==> config.mk <==
export PLATFORM = sky130hd
export DESIGN_NAME = video_bus_regs
export DESIGN_NICKNAME = d
export VERILOG_FILES = /design/src/rtl/video_pkg.sv /design/src/rtl/video_blink_gen.sv /design/src/rtl/video_bus_regs.sv
export SDC_FILE = /design/constraint.sdc
export NUM_CORES = 1
export LEC_CHECK = 0
export ABC_AREA = 1
export BUFFER_PORTS_ARGS = -buffer_cell sky130_fd_sc_hd__buf_2
export CORE_MARGIN = 4
export CORE_UTILIZATION = 57
export DETAILED_ROUTE_END_ITERATION = 6
export GPL_ROUTABILITY_DRIVEN = 1
export GPL_TIMING_DRIVEN = 0
export PLACE_DENSITY = 0.8
export SLEW_MARGIN = 20
export SYNTH_ARGS = -nofsm -noshare
export SYNTH_HDL_FRONTEND = slang
export SYNTH_HIERARCHICAL = 1
export SYNTH_SLANG_ARGS = --single-unit
==> constraint.sdc <==
create_clock -name clk -period 2.1 [get_ports clk]
set_clock_uncertainty 0.05 [all_clocks]
set_input_delay 0.315 -clock clk [delete_from_list [all_inputs] [get_ports clk]]
set_output_delay 0.315 -clock clk [all_outputs]
set_load 0.005 [all_outputs]
==> src/rtl/video_pkg.sv <==
// Shared constants and types for the CGA/Tandy video bus front end.
package video_pkg;

    localparam logic [14:0] OFS_CTRL   = 15'h008;
    localparam logic [14:0] OFS_COLOR  = 15'h009;
    localparam logic [14:0] OFS_STATUS = 15'h00A;
    localparam logic [14:0] OFS_DATA   = 15'h00E;

    localparam logic [7:0] IDX_BORDER   = 8'h02;
    localparam logic [7:0] IDX_MODE     = 8'h03;
    localparam logic [7:0] IDX_PAL_BASE = 8'h10;

    localparam logic [7:0] CTRL_RESET        = 8'h29;
    localparam int         CTRL_VIDEO_EN_BIT = 3;

    typedef enum logic [1:0] {
        WS_IDLE,
        WS_WAIT_A,
        WS_WAIT_B,
        WS_DONE
    } wait_state_t;

endpackage

==> src/rtl/video_blink_gen.sv <==
// Cursor/character blink timing: free-running prescaler with a freeze input.
module video_blink_gen
    import video_pkg::*;
#(
    parameter logic [23:0] BLINK_MAX = 24'd0
) (
    input  logic clk,
    input  logic reset,
    input  logic freeze,
    output logic blink_cursor,
    output logic blink_char
);

    logic [23:0] count;

    // blink_char flips on each cursor rising edge, so it runs at half the cursor rate.
    always_ff @(posedge clk) begin
        if (reset) begin
            count        <= 24'd0;
            blink_cursor <= 1'b0;
            blink_char   <= 1'b0;
        end else if (!freeze) begin
            if (count == BLINK_MAX) begin
                count        <= 24'd0;
                blink_cursor <= ~blink_cursor;
                if (!blink_cursor) begin
                    blink_char <= ~blink_char;
                end
            end else begin
                count <= count + 24'd1;
            end
        end
    end

endmodule

==> src/rtl/video_bus_regs.sv <==
// ISA bus front end for the CGA/Tandy video path: decode, strobe sync,
// register file, indexed palette bank, framebuffer wait states and blink timers.
module video_bus_regs
    import video_pkg::*;
#(
    parameter logic [15:0] IO_BASE_ADDR       = 16'h3D0,
    parameter int          PAL_DEPTH          = 16,
    parameter int          PAL_WIDTH          = 4,
    parameter int          USE_BUS_WAIT       = 0,
    parameter logic [4:0]  WAIT_SLOT_A        = 5'd17,
    parameter logic [4:0]  WAIT_SLOT_B        = 5'd20,
    parameter logic [23:0] BLINK_MAX          = 24'd0,
    parameter int          NO_DISPLAY_DISABLE = 0
) (
    input  logic                         clk,
    input  logic                         reset,
    input  logic [14:0]                  bus_a,
    input  logic                         bus_ior_l,
    input  logic                         bus_iow_l,
    input  logic                         bus_memr_l,
    input  logic                         bus_memw_l,
    input  logic                         bus_aen,
    input  logic [7:0]                   bus_d,
    input  logic                         mem_cs,
    input  logic [4:0]                   clk_seq,
    input  logic                         vsync_l,
    input  logic                         display_enable,
    input  logic [7:0]                   crtc_bus_out,
    input  logic                         blink_freeze,
    output logic [7:0]                   bus_out,
    output logic                         bus_dir,
    output logic                         bus_rdy,
    output logic                         crtc_cs,
    output logic                         crtc_wr,
    output logic                         crtc_rd,
    output logic [7:0]                   control_reg,
    output logic [7:0]                   color_reg,
    output logic [7:0]                   tandy_mode_reg,
    output logic                         video_enabled,
    input  logic [$clog2(PAL_DEPTH)-1:0] pal_rd_idx,
    output logic [PAL_WIDTH-1:0]         pal_rd_data,
    output logic                         pal_set,
    output logic [PAL_WIDTH-1:0]         border_col,
    output logic                         blink_cursor,
    output logic                         blink_char
);

    localparam int          IDX_W   = $clog2(PAL_DEPTH);
    localparam logic [14:0] BASE    = IO_BASE_ADDR[14:0];
    localparam logic [7:0]  PAL_END = 8'(IDX_PAL_BASE + PAL_DEPTH);

    logic ior_s1, ior_s2;
    logic iow_s1, iow_s2, iow_s3;
    logic vsync_s1, vsync_s;
    logic de_s1, de_s;
    logic wr_pulse;

    logic ctrl_cs, color_cs, status_cs, data_cs;
    logic pal_hit;

    logic [7:0]           index_reg;
    logic [PAL_WIDTH-1:0] palette [PAL_DEPTH];

    wait_state_t state, state_next;
    logic        mem_strobe;

    // Synchronisers idle high so a reset never fakes a strobe edge.
    always_ff @(posedge clk) begin
        if (reset) begin
            ior_s1   <= 1'b1;
            ior_s2   <= 1'b1;
            iow_s1   <= 1'b1;
            iow_s2   <= 1'b1;
            iow_s3   <= 1'b1;
            vsync_s1 <= 1'b1;
            vsync_s  <= 1'b1;
            de_s1    <= 1'b1;
            de_s     <= 1'b1;
        end else begin
            ior_s1   <= bus_ior_l;
            ior_s2   <= ior_s1;
            iow_s1   <= bus_iow_l;
            iow_s2   <= iow_s1;
            iow_s3   <= iow_s2;
            vsync_s1 <= vsync_l;
            vsync_s  <= vsync_s1;
            de_s1    <= display_enable;
            de_s     <= de_s1;
        end
    end

    assign wr_pulse = iow_s3 & ~iow_s2;

    assign crtc_cs   = ~bus_aen & (bus_a[14:3] == BASE[14:3]);
    assign ctrl_cs   = ~bus_aen & (bus_a == BASE + OFS_CTRL);
    assign color_cs  = ~bus_aen & (bus_a == BASE + OFS_COLOR);
    assign status_cs = ~bus_aen & (bus_a == BASE + OFS_STATUS);
    assign data_cs   = ~bus_aen & (bus_a == BASE + OFS_DATA);

    assign crtc_wr = crtc_cs & ~iow_s2;
    assign crtc_rd = crtc_cs & ~ior_s2;

    always_comb begin
        bus_out = 8'h00;
        if (!bus_ior_l) begin
            if (status_cs) begin
                bus_out = {4'hF, vsync_s, 2'b10, ~de_s};
            end else if (crtc_cs && bus_a[0]) begin
                bus_out = crtc_bus_out;
            end
        end
    end

    assign bus_dir = (crtc_cs | status_cs) & ~bus_ior_l;

    assign pal_hit = (index_reg >= IDX_PAL_BASE) && (index_reg < PAL_END);

    always_ff @(posedge clk) begin
        if (reset) begin
            control_reg    <= CTRL_RESET;
            color_reg      <= 8'h00;
            tandy_mode_reg <= 8'h00;
            index_reg      <= 8'h00;
            border_col     <= '0;
            pal_set        <= 1'b0;
            for (int i = 0; i < PAL_DEPTH; i++) begin
                palette[i] <= PAL_WIDTH'(i);
            end
        end else begin
            pal_set <= 1'b0;
            if (wr_pulse) begin
                if (ctrl_cs)  control_reg <= bus_d;
                if (color_cs) color_reg   <= bus_d;
                if (status_cs) index_reg  <= bus_d;
                if (data_cs) begin
                    if (pal_hit) begin
                        palette[index_reg[IDX_W-1:0]] <= bus_d[PAL_WIDTH-1:0];
                        pal_set                       <= 1'b1;
                    end else if (index_reg == IDX_BORDER) begin
                        border_col <= bus_d[PAL_WIDTH-1:0];
                    end else if (index_reg == IDX_MODE) begin
                        tandy_mode_reg <= bus_d;
                    end
                end
            end
        end
    end

    assign pal_rd_data   = palette[pal_rd_idx];
    assign video_enabled = control_reg[CTRL_VIDEO_EN_BIT] | (NO_DISPLAY_DISABLE != 0);

    assign mem_strobe = ~bus_memr_l | ~bus_memw_l;

    always_ff @(posedge clk) begin
        if (reset) begin
            state <= WS_IDLE;
        end else begin
            state <= state_next;
        end
    end

    // A released strobe abandons the wait so the bus is never left stalled.
    always_comb begin
        state_next = state;
        bus_rdy    = 1'b1;
        case (state)
            WS_IDLE: begin
                if (mem_cs && mem_strobe) state_next = WS_WAIT_A;
            end
            WS_WAIT_A: begin
                bus_rdy = 1'b0;
                if (!mem_strobe)                 state_next = WS_IDLE;
                else if (clk_seq == WAIT_SLOT_A) state_next = WS_WAIT_B;
            end
            WS_WAIT_B: begin
                bus_rdy = 1'b0;
                if (!mem_strobe)                 state_next = WS_IDLE;
                else if (clk_seq == WAIT_SLOT_B) state_next = WS_DONE;
            end
            WS_DONE: begin
                if (!mem_strobe) state_next = WS_IDLE;
            end
            default: state_next = WS_IDLE;
        endcase
        if (USE_BUS_WAIT == 0) begin
            state_next = WS_IDLE;
        end
    end

    video_blink_gen #(
        .BLINK_MAX (BLINK_MAX)
    ) u_blink (
        .clk          (clk),
        .reset        (reset),
        .freeze       (blink_freeze),
        .blink_cursor (blink_cursor),
        .blink_char   (blink_char)
    );

endmodule

# Yosys cells after proc, flatten, opt, wreduce, memory -nomap -nowiden
# Memories as Yosys holds them, arrays and structs flattened.
# Cells that the tools add are included.
totals:
  reg_bits: 72
  elab_cells: 74
  memories: 1
  input_bits: 51
  ram_bits: 64
  output_inout_bits: 49
op_classes:
  muxes: 14
  bitwise_logic: 20
  n_eq_ne: 7
  reduce_logical: 11
  n_lt_le_gt_ge: 2
  n_addsub: 1
memory_table:
  columns: ["name", "depth", "word_bits", "rd", "rd_clocked_by_memory_dff", "wr", "line_no", "rtl"]
  rows:
  - ["palette", 16, 4, 1, 0, 16, "video_bus_regs.sv:62", "logic [PAL_WIDTH-1:0] palette [PAL_DEPTH];"]
op_table:
  columns: ["operator", "count"]
  rows:
  - ["$eq 15x10->1 const B", 4]
  - ["$add 24x1->24 const B", 1]
  - ["$logic_not 24->1", 1]
  - ["$mux 24", 1]
  - ["$mux 8", 3]
  - ["$eq 8x2->1 const B", 2]
  - ["$eq 12x7->1 const B", 1]
  - ["$not 1->1", 10]
  - ["$and 1x1->1", 9]
  - ["$ge 8x5->1 const B", 1]
  - ["$lt 8x6->1 const B", 1]
  - ["$mux 1", 8]
  - ["$mux 4", 2]
  - ["$reduce_and 2->1", 4]
  - ["$reduce_and 5->1", 1]
  - ["$reduce_and 4->1", 1]
  - ["$reduce_or 4->1", 1]
  - ["$reduce_and 3->1", 1]
  - ["$logic_and 1x1->1", 2]
  - ["$or 1x1->1", 1]

# Longest topological paths before layout
# Gate-level depths: netlist (run 1).
logic_depth:
  word_depth: 9
  ltp_mapped: 11
  ltp_nobuf: 11

# Hierarchy
# The synthesis (run 1) kept the hierarchy.
by_module_without_submodules:
  columns: ["module", "instances", "seq_area_each_um2", "cells_per_inst", "area_each_um2"]
  rows:
  - ["video_bus_regs", 1, 2842.7, 646, 5285.1]
  - ["video_blink_gen", 1, 520.5, 222, 1487.7]

# Worst setup path before layout (run 1)
# Ideal clock, no wire load.
synth_path:
  kind: "input -> register"
  from: "input port bus_a[12]"
  to: "memory palette[4][0], enable pin"
  arrival_ns: 1.358
  path_slack_ns: 0.384
  path_stages: 8
  t_required_ns: 1.742
  setup_ns: 0.308
  n_path_buf: 1
  cell_sequence: "nor2_1 -> nand2_1 -> nor2_4 -> nand3_2 -> nor2_4 -> buf_4 -> nand3_1 -> nand2_1"
synth_rtl:
  columns: ["element", "line_no", "rtl"]
  rows:
  - ["from (decl)", "video_bus_regs.sv:17", "input logic [14:0] bus_a,"]
  - ["to (decl)", "video_bus_regs.sv:62", null]

# Worst setup path after layout (run 1)
layout_path:
  from: "input port pal_rd_idx[0]"
  to: "output port pal_rd_data[2]"
layout_between:
  elab_chain_cells: 1
layout_rtl:
  columns: ["element", "line_no", "rtl"]
  rows:
  - ["from (decl)", "video_bus_regs.sv:40", "input logic [$clog2(PAL_DEPTH)-1:0] pal_rd_idx,"]
  - ["$mem_v2 16x4", null, null]
  - ["to (decl)", "video_bus_regs.sv:41", "output logic [PAL_WIDTH-1:0] pal_rd_data,"]
# Every way passes these cells.

==> flow_summary.ini, run 1 <==
[run_status]
status = finished clean

[cells_and_area]
top_regs = palette x64, u_blink/count x24
largest_reg_flops = 64
drive_gt1_share_pct = 17.5
n_fill_cell = 967
regMostFlops = palette
diodes = 0
area_growth_pct = 16.9
nNetsFinal = 1026

[timing]
hold_ws_ns = 0.0253
hold_viol = 0
period_share_pct = 94.3
fmax_mhz = 505
setup_viol = 0
maxSlewHeadroom_pct = 54.1
rsz0062_at_grt = false
drv_slew = 0
layout_min_cycle_time_ns = 1.98
tightest_slew_ns = 0.685
tns_ns = 0

[critical_path]
cp_max_fo = 10
crit_top_cell = nand3_1
cp-start-kind = input pin
path_cells = clkbuf_1, clkbuf_2, a21oi_1, o21ai_0, nand3_1, nand3_1, nand2_1, buf_2
worst_setup_path_end_kind = output pin
critPathKind = input pin to output pin
arrival_ns = 1.61
critPathMaxStageDelay_ns = 0.33
cp.required_ns = 1.74
slowest_stage = clkbuf_2

[synthesis]
synth-compound-area-share_pct = 6.71
yosysUniqueCellTypes = 33
synth_warnings = 6
synthAdderAreaFrac_pct = 0.369
ys_seq_area_share_pct = 49.7
synth-simple-area-share_pct = 33.0
syn_area_per_cell_um2 = 7.80
syn_nets = 921
synthesis.instances = 868
synth_mux_area_share_pct = 0
ys_ff_latch = 136
synth_edf_count = 64
synth_top_flop_cell = dfxtp_1
async_reset_ff_share_pct = 0
synth_area_um2 = 6770
synth_top_family_by_area = simple AND/OR/NAND/NOR gates
synth_xor_area_share_pct = 0.776

[routing]
viasPerCell = 5.35
wire_per_inst_um = 14.7
wl_mm = 16.6
initialDrtViolationCount = 407
drc = 0
vias = 6033
antenna_left = 0
first_pass_iters = 5

[power_and_ir_drop]
p_per_area_nw_per_um2 = 746
p_int_mw = 4.55
clkPwrFrac_pct = 45.2
power_frac_seq_pct = 48.4
p_sw_mw = 1.35
netSwitchingFraction_pct = 22.9
p_comb_share_pct = 6.4
max-vdd-ir-drop_mv = 0.403
power.leakage_nw = 3.45

[grt]
grt_pass1_vias = 5696
grt_overflow = 0
grt_usage_pct = 25.3
grt_max_degree = 17
antenna_found_initial = 0
grt_pass1_wl_mm = 26.7

[clocking]
clk_pin_slew_ns = 0.06
root_buffer = clkbuf_16
htree_num_levels = 4
holdBufCountCts = 0
post-cts-setup-buffer-count = 0
cts_resized = 0
cts_tree = done
cts_buffer_depth = 2
insertion_delay_ns = 0.42
cts_inserted_buffers = 17
clock_sinks = 136

[placed_design]
gp_congestion = 0.846
hpwlAfterDp_mm = 11.7
io_buffers = 86

[floorplanning]
dieArea_um2 = 13700
dieWidth_um = 117
core.rowCount = 39
pin_count = 100
core-area_um2 = 11500
start_util_pct = 58.8
fp.dieH_um = 117

[hold_path]
holdCritPathClass = input pin to flop

[job]
drv_cap = 0
==> critical path: cells and delay by family <==
kind | cells | cell delay [ns]
AOI/OAI and AO/OA | 2 | 0.25
buffers and inverters | 3 | 0.73
and+or+nand+nor | 3 | 0.32
==> cells in the mapped netlist (3+ instances only) <==
cell type / count / area, µm²
xor2_1: 4 / 35.0
buf_4: 6 / 45.0
buf_1: 6 / 22.5
o21ai_0: 31 / 155
nor2_2: 7 / 43.8
buf_2: 3 / 15.0
clkbuf_1: 27 / 101
nor2_1: 161 / 604
nand3_1: 67 / 335
nor3_1: 9 / 45.0
or2_2: 8 / 50.1
inv_2: 7 / 26.3
nor2_4: 10 / 113
nand2_1: 152 / 571
inv_1: 112 / 420
nand4_1: 47 / 294
edfxtp_1: 64 / 1920
dfxtp_1: 72 / 1440
a21oi_1: 30 / 150
nand3_2: 6 / 60.1
o211ai_1: 19 / 143
==> through the flow <==
| stage | total power, mW | instances | utilization, % | area (µm²) | setup WS, ns |
|---|---|---|---|---|---|
| floorplan | 3.14 | 868 | - | 6770 | 0.384 |
| global placement | 3.28 | 1097 | 64.1 | 7380 | 0.0312 |
| detailed placement | 3.29 | 1097 | 64.1 | 7380 | 0.00914 |
| CTS | 5.92 | 1128 | 68.6 | 7900 | 0.00252 |
| global route | 6.08 | 1128 | 68.8 | 7920 | 0.00668 |
| finish | 5.91 | 1128 | 68.8 | 7920 | 0.121 |
==> power groups by stage <==
| stage | Clock (mW) | Combinational [mW] | Sequential, mW |
|---|---|---|---|
| detailed placement | 0 | 0.372 | 2.91 |
| floorplan | 0 | 0.233 | 2.91 |
| CTS | 2.68 | 0.374 | 2.86 |
| global placement | 0 | 0.366 | 2.91 |
| finish | 2.67 | 0.379 | 2.86 |
| global route | 2.80 | 0.425 | 2.86 |
==> routing by layer <==
layer	vias to the layer above	track usage [%]	part of all wire (%)
li1	3027	-	-
met1	2698	30.6	41
met2	278	42.5	48
met3	30	7.15	8.3
met4	0	10.8	2.5
met5	-	0	0
==> cell families (layout without fill, tap and decap cells) <==
group,after synthesis,in the layout
and+or+nand+nor,479,479
buffers and inverters,163,280
DFF,136,136
AOI/OAI and AO/OA,81,81
xor gates and xnor gates,6,6
adders and majority gates,2,2
other,1,1
==> cell type report <==
class                           instances  area, µm²  share of cell area (%)
Sequential cell                       136       3360                    42.5
Timing Repair Buffer                   86        430                    5.44
Clock buffer                           20        437                    5.52
Inverter                              121        454                    5.74
Buffer                                 42        191                    2.42
Clock inverter                         11       83.8                    1.06
Multi-Input combinational cell        569       2780                    35.1
Tap cell                              143        179                    2.26
==> worst paths after layout <==
path | startpoint | endpoint | slack [ns] | depth (start not counted)
setup / recovery | pal_rd_idx[0] | pal_rd_data[2] | 0.12 | 8
setup reg to reg | index_reg[2] | palette[5][2] | 0.17 | 5
hold reg to reg | de_s1 | de_s | 0.36 | 1
hold / removal | bus_iow_l | iow_s1 | 0.03 | 2
==> cell usage in the layout (no fill, tap or decap), drive strengths merged, types with 19 or more instances in the layout <==
master / instances
a21oi: 30
buf: 100
clkbuf: 48
dfxtp: 72
edfxtp: 64
inv: 119
nand2: 156
nand3: 73
nand4: 47
nor2: 179
o211ai: 19
o21ai: 31
No activity file was read; power rests on OpenSTA's default activity.
==> run 2: changes to the inputs <==
CAP_MARGIN = 20   (was not set)
CORE_UTILIZATION = 62   (was 57)
PLACE_DENSITY = 0.86   (was 0.8)
REMOVE_ABC_BUFFERS = 1   (was not set)
clock period = 2.35 ns   (was 2.1 ns; I/O delays follow)
==> flow_summary.ini, run 2 (synthesis results as in run 1) <==
[routing]
wire_per_inst_um = 15.1
first_pass_iters = 5
drc = 0
viasPerCell = 5.53
antenna_left = 0
wl_mm = 16.5
vias = 6036
initialDrtViolationCount = 546

[timing]
hold_viol = 0
maxSlewHeadroom_pct = 38.2
setup_slack_ns = 0.140
drv_slew = 0
setup_viol = 0
tightest_slew_ns = 0.923
fmax_mhz = 452
period_share_pct = 94.1
tns_ns = 0
rsz0062_at_grt = false
layout_min_cycle_time_ns = 2.21

[floorplanning]
core-area_um2 = 10500
dieArea_um2 = 12700
start_util_pct = 64.7
core.rowCount = 37
dieWidth_um = 113
pin_count = 100
fp.dieH_um = 113

[run_status]
status = finished clean

[placed_design]
gp_congestion = 0.918
hpwlAfterDp_mm = 10.2
dp_slack_ns = -1.05
place_inst = 1052
io_buffers = 90

[power_and_ir_drop]
max-vdd-ir-drop_mv = 0.486
finalPower_mw = 5.35
p_per_area_nw_per_um2 = 683
power.leakage_nw = 3.41

[cells_and_area]
n_fill_cell = 775
layout.cells.non_filler = 1092
nNetsFinal = 996
regMostFlops = palette
area_growth_pct = 15.6
drive_gt1_share_pct = 18.2
top_regs = palette x64, u_blink/count x24
multi_input_area_um2 = 2790
regArea_um2 = 3360
diodes = 0
largest_reg_flops = 64
final_common_cell = nor2_1
final_cell_mix = nor2_1, nand2_1, inv_1

[job]
drv_cap = 0

[clocking]
htree_num_levels = 4
insertion_delay_ns = 0.52
cts_buffer_depth = 2
cts_tree = done
root_buffer = clkbuf_8
clk_pin_slew_ns = 0.07
cts_inserted_buffers = 17
clock_sinks = 136

[grt]
grt_pass1_vias = 5735
grt_max_degree = 65
grt_usage_pct = 26.4
grt_overflow = 0
grt_pass1_wl_mm = 27.0
antenna_found_initial = 0

[critical_path]
cp-start-kind = input pin
path_cells = buf_2, inv_6, nand4_1, nor2_2, nand3_1, nand2_1
cp_max_fo = 55
cp.required_ns = 2.52
worst-path-buf-inv = 2
crit_family = simple AND/OR/NAND/NOR gates
critPathKind = input pin to flop
arrival_ns = 2.38
slowest_stage = nor2_2
worst_setup_path_end_kind = flop
critPathMaxStageDelay_ns = 0.59

[hold_path]
holdCritPathClass = input pin to flop
==> run 2: what timing repair did <==
action / CTS / global route
setup buffers: 0 / 3
hold buffers: 3 / 0
pin swaps: 1 / 1
endpoints found under the hold margin: 3 / 0
resized for setup: 1 / 3
gates cloned: 2 / 0
endpoints found under the setup margin: 128 / 50
==> run 2: layout make-up <==
cell class / count / area share, %
flip-flops and latches: 136 / 42.9
inverters: 121 / 5.86
clock buffers: 17 / 5.29
repair buffers: 96 / 6.45
multi-input cells: 571 / 35.6
well taps: 136 / 2.17
clock inverters: 15 / 1.68
==> run 2: path summary, 6_finish.rpt <==
path                      from  depth (start not counted)  slack [ns]             end
setup / recovery         reset                          6        0.14  palette[14][1]
hold / removal        bus_d[0]                          3        0.05    color_reg[0]
setup reg to reg  index_reg[7]                          5        0.15  palette[14][1]
hold reg to reg          de_s1                          1        0.36            de_s
==> run 2: layer usage <==
layer  track usage (%)  up-vias  routed length [µm]
met5                 0        -                   0
met4              10.3        0                 283
met3              5.66       32                1160
met2              46.3      270                8440
met1              31.7     2758                6580
li1                  -     2976                   -
==> run 2: report_power, final <==
part | internal, mW | switching [mW] | leakage, nW | total [mW]
combinational | 0.103 | 0.226 | 1.93 | 0.329
sequential | 2.53 | 0.0194 | 1.21 | 2.55
clock | 1.34 | 1.13 | 0.271 | 2.47
total | 3.98 | 1.37 | 3.41 | 5.35
==> run 2: worst register-to-register path, delay by kind of cell (launching register included) <==
| kind | cells | cell delay, ns |
|---|---|---|
| DFF | 1 | 0.32 |
| and+or+nand+nor | 5 | 1.52 |
==> run 2: metrics by stage <==
| stage | area, µm² | util [%] | hold slack [ns] |
|---|---|---|---|
| floorplan | 6590 | - | 0.339 |
| global placement | 7210 | 68.9 | 0.342 |
| detailed placement | 7210 | 68.9 | 0.345 |
| CTS | 7800 | 74.6 | 0.0384 |
| global route | 7830 | 74.9 | 0.0915 |
| finish | 7830 | 74.9 | 0.0504 |
